--- src/rtl/mul_div_unit.sv ---
// Iterative RV32M multiply/divide unit: radix-2 shift-add multiply and restoring divide
// over WIDTH cycles, followed by one sign-fix/select cycle. Supports a flush abort.
module mul_div_unit #(
    parameter int WIDTH = 32
) (
    input  logic             clk,
    input  logic             rst_n,
    input  logic             start,
    input  logic [2:0]       funct3,
    input  logic [WIDTH-1:0] opA,
    input  logic [WIDTH-1:0] opB,
    input  logic             kill,
    output logic             busy,
    output logic             done,
    output logic [WIDTH-1:0] result
);

    localparam int CW = $clog2(WIDTH) + 1;

    typedef enum logic [1:0] {IDLE, CALC, FIX} state_t;

    state_t           state;
    logic [CW-1:0]    count;
    logic [WIDTH-1:0] opnd;
    logic [WIDTH-1:0] acc_hi;
    logic [WIDTH-1:0] acc_lo;
    logic             is_div;
    logic             sel;
    logic             neg;

    logic             a_signed;
    logic             b_signed;
    logic             sign_a;
    logic             sign_b;
    logic [WIDTH-1:0] mag_a;
    logic [WIDTH-1:0] mag_b;
    logic             div_zero;
    logic             div_ovf;

    // Operand decode at accept: signedness, magnitudes and the two early-exit cases.
    always_comb begin
        a_signed = funct3[2] ? ~funct3[0] : (funct3[1] ^ funct3[0]);
        b_signed = funct3[2] ? ~funct3[0] : (funct3[1:0] == 2'b01);
        sign_a   = a_signed & opA[WIDTH-1];
        sign_b   = b_signed & opB[WIDTH-1];
        mag_a    = sign_a ? -opA : opA;
        mag_b    = sign_b ? -opB : opB;
        div_zero = funct3[2] & (opB == '0);
        div_ovf  = funct3[2] & ~funct3[0]
                   & (opA == {1'b1, {(WIDTH-1){1'b0}}}) & (opB == '1);
    end

    logic [WIDTH:0] mul_sum;
    logic [WIDTH:0] shifted;
    logic [WIDTH:0] diff;

    // Multiply adds the multiplicand into the high half before shifting right; divide
    // shifts the remainder/quotient pair left and keeps the trial difference if it is non-negative.
    always_comb begin
        mul_sum = {1'b0, acc_hi} + (acc_lo[0] ? {1'b0, opnd} : '0);
        shifted = {acc_hi, acc_lo[WIDTH-1]};
        diff    = shifted - {1'b0, opnd};
    end

    logic [2*WIDTH-1:0] prod;
    logic [2*WIDTH-1:0] prod_fix;
    logic [WIDTH-1:0]   div_val;
    logic [WIDTH-1:0]   div_fix;
    logic [WIDTH-1:0]   fix_val;

    always_comb begin
        prod     = {acc_hi, acc_lo};
        prod_fix = neg ? -prod : prod;
        div_val  = sel ? acc_hi : acc_lo;
        div_fix  = neg ? -div_val : div_val;
        if (is_div)
            fix_val = div_fix;
        else if (sel)
            fix_val = prod_fix[2*WIDTH-1:WIDTH];
        else
            fix_val = prod_fix[WIDTH-1:0];
    end

    // Early paths preload the final quotient/remainder with neg cleared so FIX selects them unchanged.
    always_ff @(posedge clk or negedge rst_n) begin
        if (!rst_n) begin
            state  <= IDLE;
            count  <= '0;
            opnd   <= '0;
            acc_hi <= '0;
            acc_lo <= '0;
            is_div <= 1'b0;
            sel    <= 1'b0;
            neg    <= 1'b0;
            busy   <= 1'b0;
            done   <= 1'b0;
            result <= '0;
        end else begin
            done <= 1'b0;
            if (kill) begin
                state <= IDLE;
                busy  <= 1'b0;
                count <= '0;
            end else begin
                case (state)
                    IDLE: begin
                        if (start) begin
                            is_div <= funct3[2];
                            sel    <= funct3[2] ? funct3[1] : (funct3[1:0] != 2'b00);
                            count  <= '0;
                            busy   <= 1'b1;
                            if (div_zero) begin
                                opnd   <= mag_b;
                                acc_hi <= opA;
                                acc_lo <= '1;
                                neg    <= 1'b0;
                                state  <= FIX;
                            end else if (div_ovf) begin
                                opnd   <= mag_b;
                                acc_hi <= '0;
                                acc_lo <= opA;
                                neg    <= 1'b0;
                                state  <= FIX;
                            end else if (funct3[2]) begin
                                opnd   <= mag_b;
                                acc_hi <= '0;
                                acc_lo <= mag_a;
                                neg    <= funct3[1] ? sign_a : (sign_a ^ sign_b);
                                state  <= CALC;
                            end else begin
                                opnd   <= mag_a;
                                acc_hi <= '0;
                                acc_lo <= mag_b;
                                neg    <= sign_a ^ sign_b;
                                state  <= CALC;
                            end
                        end
                    end
                    CALC: begin
                        if (is_div) begin
                            if (!diff[WIDTH]) begin
                                acc_hi <= diff[WIDTH-1:0];
                                acc_lo <= {acc_lo[WIDTH-2:0], 1'b1};
                            end else begin
                                acc_hi <= shifted[WIDTH-1:0];
                                acc_lo <= {acc_lo[WIDTH-2:0], 1'b0};
                            end
                        end else begin
                            acc_hi <= mul_sum[WIDTH:1];
                            acc_lo <= {mul_sum[0], acc_lo[WIDTH-1:1]};
                        end
                        if (count == CW'(WIDTH - 1)) begin
                            count <= '0;
                            state <= FIX;
                        end else begin
                            count <= count + CW'(1);
                        end
                    end
                    FIX: begin
                        result <= fix_val;
                        done   <= 1'b1;
                        busy   <= 1'b0;
                        state  <= IDLE;
                    end
                    default: begin
                        state <= IDLE;
                        busy  <= 1'b0;
                    end
                endcase
            end
        end
    end

endmodule

--- config.mk ---
export PLATFORM = sky130hd
export DESIGN_NAME = mul_div_unit
export DESIGN_NICKNAME = d
export VERILOG_FILES = /design/src/rtl/mul_div_unit.sv
export SDC_FILE = /design/constraint.sdc
export NUM_CORES = 1
export LEC_CHECK = 0
export ABC_AREA = 1
export BUFFER_PORTS_ARGS = -buffer_cell sky130_fd_sc_hd__buf_4
export CORE_ASPECT_RATIO = 1.5
export CORE_MARGIN = 3
export CORE_UTILIZATION = 50
export CTS_CLUSTER_DIAMETER = 80
export CTS_CLUSTER_SIZE = 16
export DETAILED_ROUTE_END_ITERATION = 8
export PLACE_DENSITY_LB_ADDON = 0.15
export REMOVE_ABC_BUFFERS = 1
export SLEW_MARGIN = 20
export SYNTH_ARGS = -nofsm -noshare
export SYNTH_HDL_FRONTEND = slang
export SYNTH_SLANG_ARGS = --single-unit
export TNS_END_PERCENT = 100
--- constraint.sdc ---
create_clock -name clk -period 5.3 [get_ports clk]
set_input_delay 0.265 -clock clk [delete_from_list [all_inputs] [get_ports clk]]
set_output_delay 0.265 -clock clk [all_outputs]
set_load 0.02 [all_outputs]
==> results.json <==
{
  "synth_edf_count": 0,
  "p_leak_nw": 10.33,
  "reg2reg_from": "acc_lo[0]$_DFFE_PN0P_",
  "start_util_pct": 51.08,
  "max_stage_delay_ns": 0.97,
  "grt_setup_unrepaired": "no",
  "ys_types": 59,
  "cts_htree_levels": 4,
  "fin_setup_tns_ns": 0,
  "hold_class": "in2reg",
  "synth-seq-cells": 141,
  "r2r-end": "acc_hi[28]$_DFFE_PN0P_",
  "worstPathRequired_ns": 5.65,
  "fp.dieH_um": 241.4,
  "ys_seq_area_share_pct": 19.10,
  "setup_viol": 0,
  "fmaxAchievable_ghz": 0.2769,
  "fillCellCount": 3829,
  "core_um2": 36160,
  "port_buffers": 104,
  "clock_latency_ns": 0.47,
  "end_kind": "flop",
  "rows": 85,
  "finalPower_w": 0.009458,
  "cp-startpoint": "acc_lo[0]$_DFFE_PN0P_",
  "cp_max_fo": 30,
  "r2r_slack_ns": 1.69,
  "fin_crit_ns": 3.611,
  "area_growth_pct": 8.766,
  "period_share_pct": 68.13,
  "grt_pass1_wl_um": 129900,
  "path_common_cell": "nand2_1",
  "ir_drop_mv": 0.2569,
  "grt_pass1_vias": 22300,
  "worstMarginPinSlew_ns": 1.239,
  "hold_viol": 0,
  "clock-skew-final_ns": 0.01390,
  "drt-wirelength-per-cell_um": 22.96,
  "path_clk_slew_ns": 0.07,
  "r2r_cells": 17,
  "drt_pass1_iterations": 9,
  "drt-vias-per-instance": 6.125,
  "cts_sinks": 141,
  "cp_cell_sequence": "buf_4 > nand2_1 > inv_1 > ha_1 > inv_1 > o21ai_0 > nor2_1 > o21ai_0 > nand2_1 > nand2_1 > nand2_1 > nand3_1 > nand2_1 > inv_1 > nand2_1 > nand2_1 > nand2_1",
  "drc": 0,
  "clock_path_buffers": 2,
  "ys.flop_type": "dfrtp_1",
  "synth.avg_cell_area_um2": 5.615,
  "grt_start_max_net_pins": 94,
  "critical_path.endpoint": "acc_hi[28]$_DFFE_PN0P_",
  "drive_gt1_share_pct": 6.952,
  "hpwl_um": 69310,
  "cts-root-buf": "clkbuf_16",
  "synthCells": 3289,
  "cts_resized": 0,
  "ys.warnings.count": 0,
  "routed_wirelength_um": 87310,
  "fp.dieW_um": 162.9,
  "vias": 23290,
  "drv_cap": 0,
  "io_pins": 105,
  "drt_iter0_markers": 2557,
  "die_area_um2": 39330,
  "slew_violations": 0,
  "cts_tree": "yes",
  "grt-ovfl-total": 0,
  "maxSlewHeadroom_pct": 16.55,
  "synthArstFlopShare_pct": 100.0,
  "crit_type": "reg2reg",
  "cts_buffers": 17,
  "antenna_found_initial": 3,
  "route.antenna.remaining_nets": 0,
  "grtUsageTotal_pct": 43.88,
  "powerDensity_nw_per_um2": 470.8,
  "startpoint_type": "flop",
  "fin_worst_hold_slack_ns": 0.1001,
  "slowest_stage": "o21ai_0",
  "synth_area_um2": 18470,
  "routabilityCongestion": 1.117,
  "cp_data_arrival_time_ns": 3.97,
  "layout.nets": 3455,
  "status": "finished, final reports clean"
}
==> cell type report <==
type | count | area (µm²) | share of cell area, %
Tap cell | 478 | 598.1 | 2.977
Clock buffer | 20 | 446.7 | 2.224
Clock inverter | 12 | 162.7 | 0.8097
Timing Repair Buffer | 124 | 937.1 | 4.665
Multi-Input combinational cell | 2610 | 12840 | 63.92
Sequential cell | 141 | 3537 | 17.61
Antenna cell | 2 | 5.005 | 0.02491
Inverter | 416 | 1562 | 7.773
==> state kept, by name, summed over array words and instances, names as in the netlist <==
signal / flops
result: 32
count: 6
busy: 1
done: 1
state: 2
acc_hi: 32
acc_lo: 32
sel: 1
opnd: 32
is_div: 1
neg: 1
==> cell families (layout without fill, tap and decap cells) <==
| kind of cell | after synthesis | in the layout | synth area share, % |
|---|---|---|---|
| buffers and inverters | 538 | 572 | 11.52 |
| AOI/OAI and AO/OA | 580 | 580 | 17.49 |
| adders and majority gates | 74 | 74 | 5.094 |
| other | 0 | 2 | 0 |
| and+or+nand+nor | 1900 | 1900 | 44.14 |
| xor gates and xnor gates | 56 | 56 | 2.656 |
| DFF | 141 | 141 | 19.10 |
==> stage by stage <==
step	util (%)	instance area, µm²	setup WS [ns]	cells
after global routing	55.54	20080	1.552	3801
final	55.55	20090	1.689	3803
after global placement	53.83	19460	2.017	3768
after CTS	55.54	20080	1.850	3801
after detailed placement	53.83	19460	1.869	3768
after floorplan	-	17900	0.9588	3167
==> layer usage <==
metal,wire (µm),share of wire (%),GRT usage [%]
met5,0,0,0
met4,10720,12,42.58
met3,7433,8.5,8.775
met2,40240,46,73.56
met1,28920,33,45.09
==> cell usage in the layout, fill, tap and decap left out, types with 29 or more instances in the layout <==
| cell type | count |
|---|---|
| o21ai_0 | 212 |
| nor3_1 | 41 |
| nor2_1 | 331 |
| nand3_1 | 363 |
| ha_1 | 72 |
| inv_1 | 400 |
| dfrtp_1 | 138 |
| a21oi_1 | 216 |
| o21ai_1 | 29 |
| buf_4 | 122 |
| nand2_1 | 1019 |
| xor2_1 | 39 |
| nand4_1 | 65 |
==> cell usage after synthesis (all sizes together) (18+ instances only) <==
cell,count,area [µm²]
nand4,66,419.2
dfrtp,141,3528
xor2,39,341.6
clkbuf,73,274.0
nand2,1029,3918
nand3,368,1867
ha,72,900.9
buf,49,291.5
nor3,48,295.3
o211ai,25,187.7
o21ai,242,1215
a21oi,221,1132
o21bai,18,135.1
inv,416,1562
nor2,348,1379
==> timing repair <==
| action | in CTS | in global routing |
|---|---|---|
| setup buffers | 0 | 0 |
| hold buffers | 1 | 0 |
| endpoints found under the hold margin | 92 | 0 |
==> critical path: cells and delay by family (launching register included) <==
family / cells / cell delay (ns)
AO/OA/AOI/OAI: 2 / 1.26
flip-flops: 1 / 0.53
AND/OR/NAND/NOR: 10 / 0.90
adder cells (fa/ha/maj): 1 / 0.18
buffers and inverters: 4 / 0.60
==> worst min path at each step <==
stage          startpoint                     to  depth (start not counted)
4_1_cts              kill       busy$_DFFE_PN0P_                          4
6_report             kill       busy$_DFFE_PN0P_                          4
2_1_floorplan       rst_n  acc_hi[0]$_DFFE_PN0P_                          0
5_1_grt              kill       busy$_DFFE_PN0P_                          4
3_3_place_gp        rst_n         done$_DFF_PN0_                          1
3_5_place_dp        rst_n  result[4]$_DFFE_PN0P_                          1
==> report_power, final <==
group | switching (W) | internal (W)
Sequential | 0.000539 | 0.00141
Combinational | 0.00428 | 0.00190
Clock | 0.000568 | 0.000758
Total | 0.00539 | 0.00407
Power figures use the tool's default switching activity.
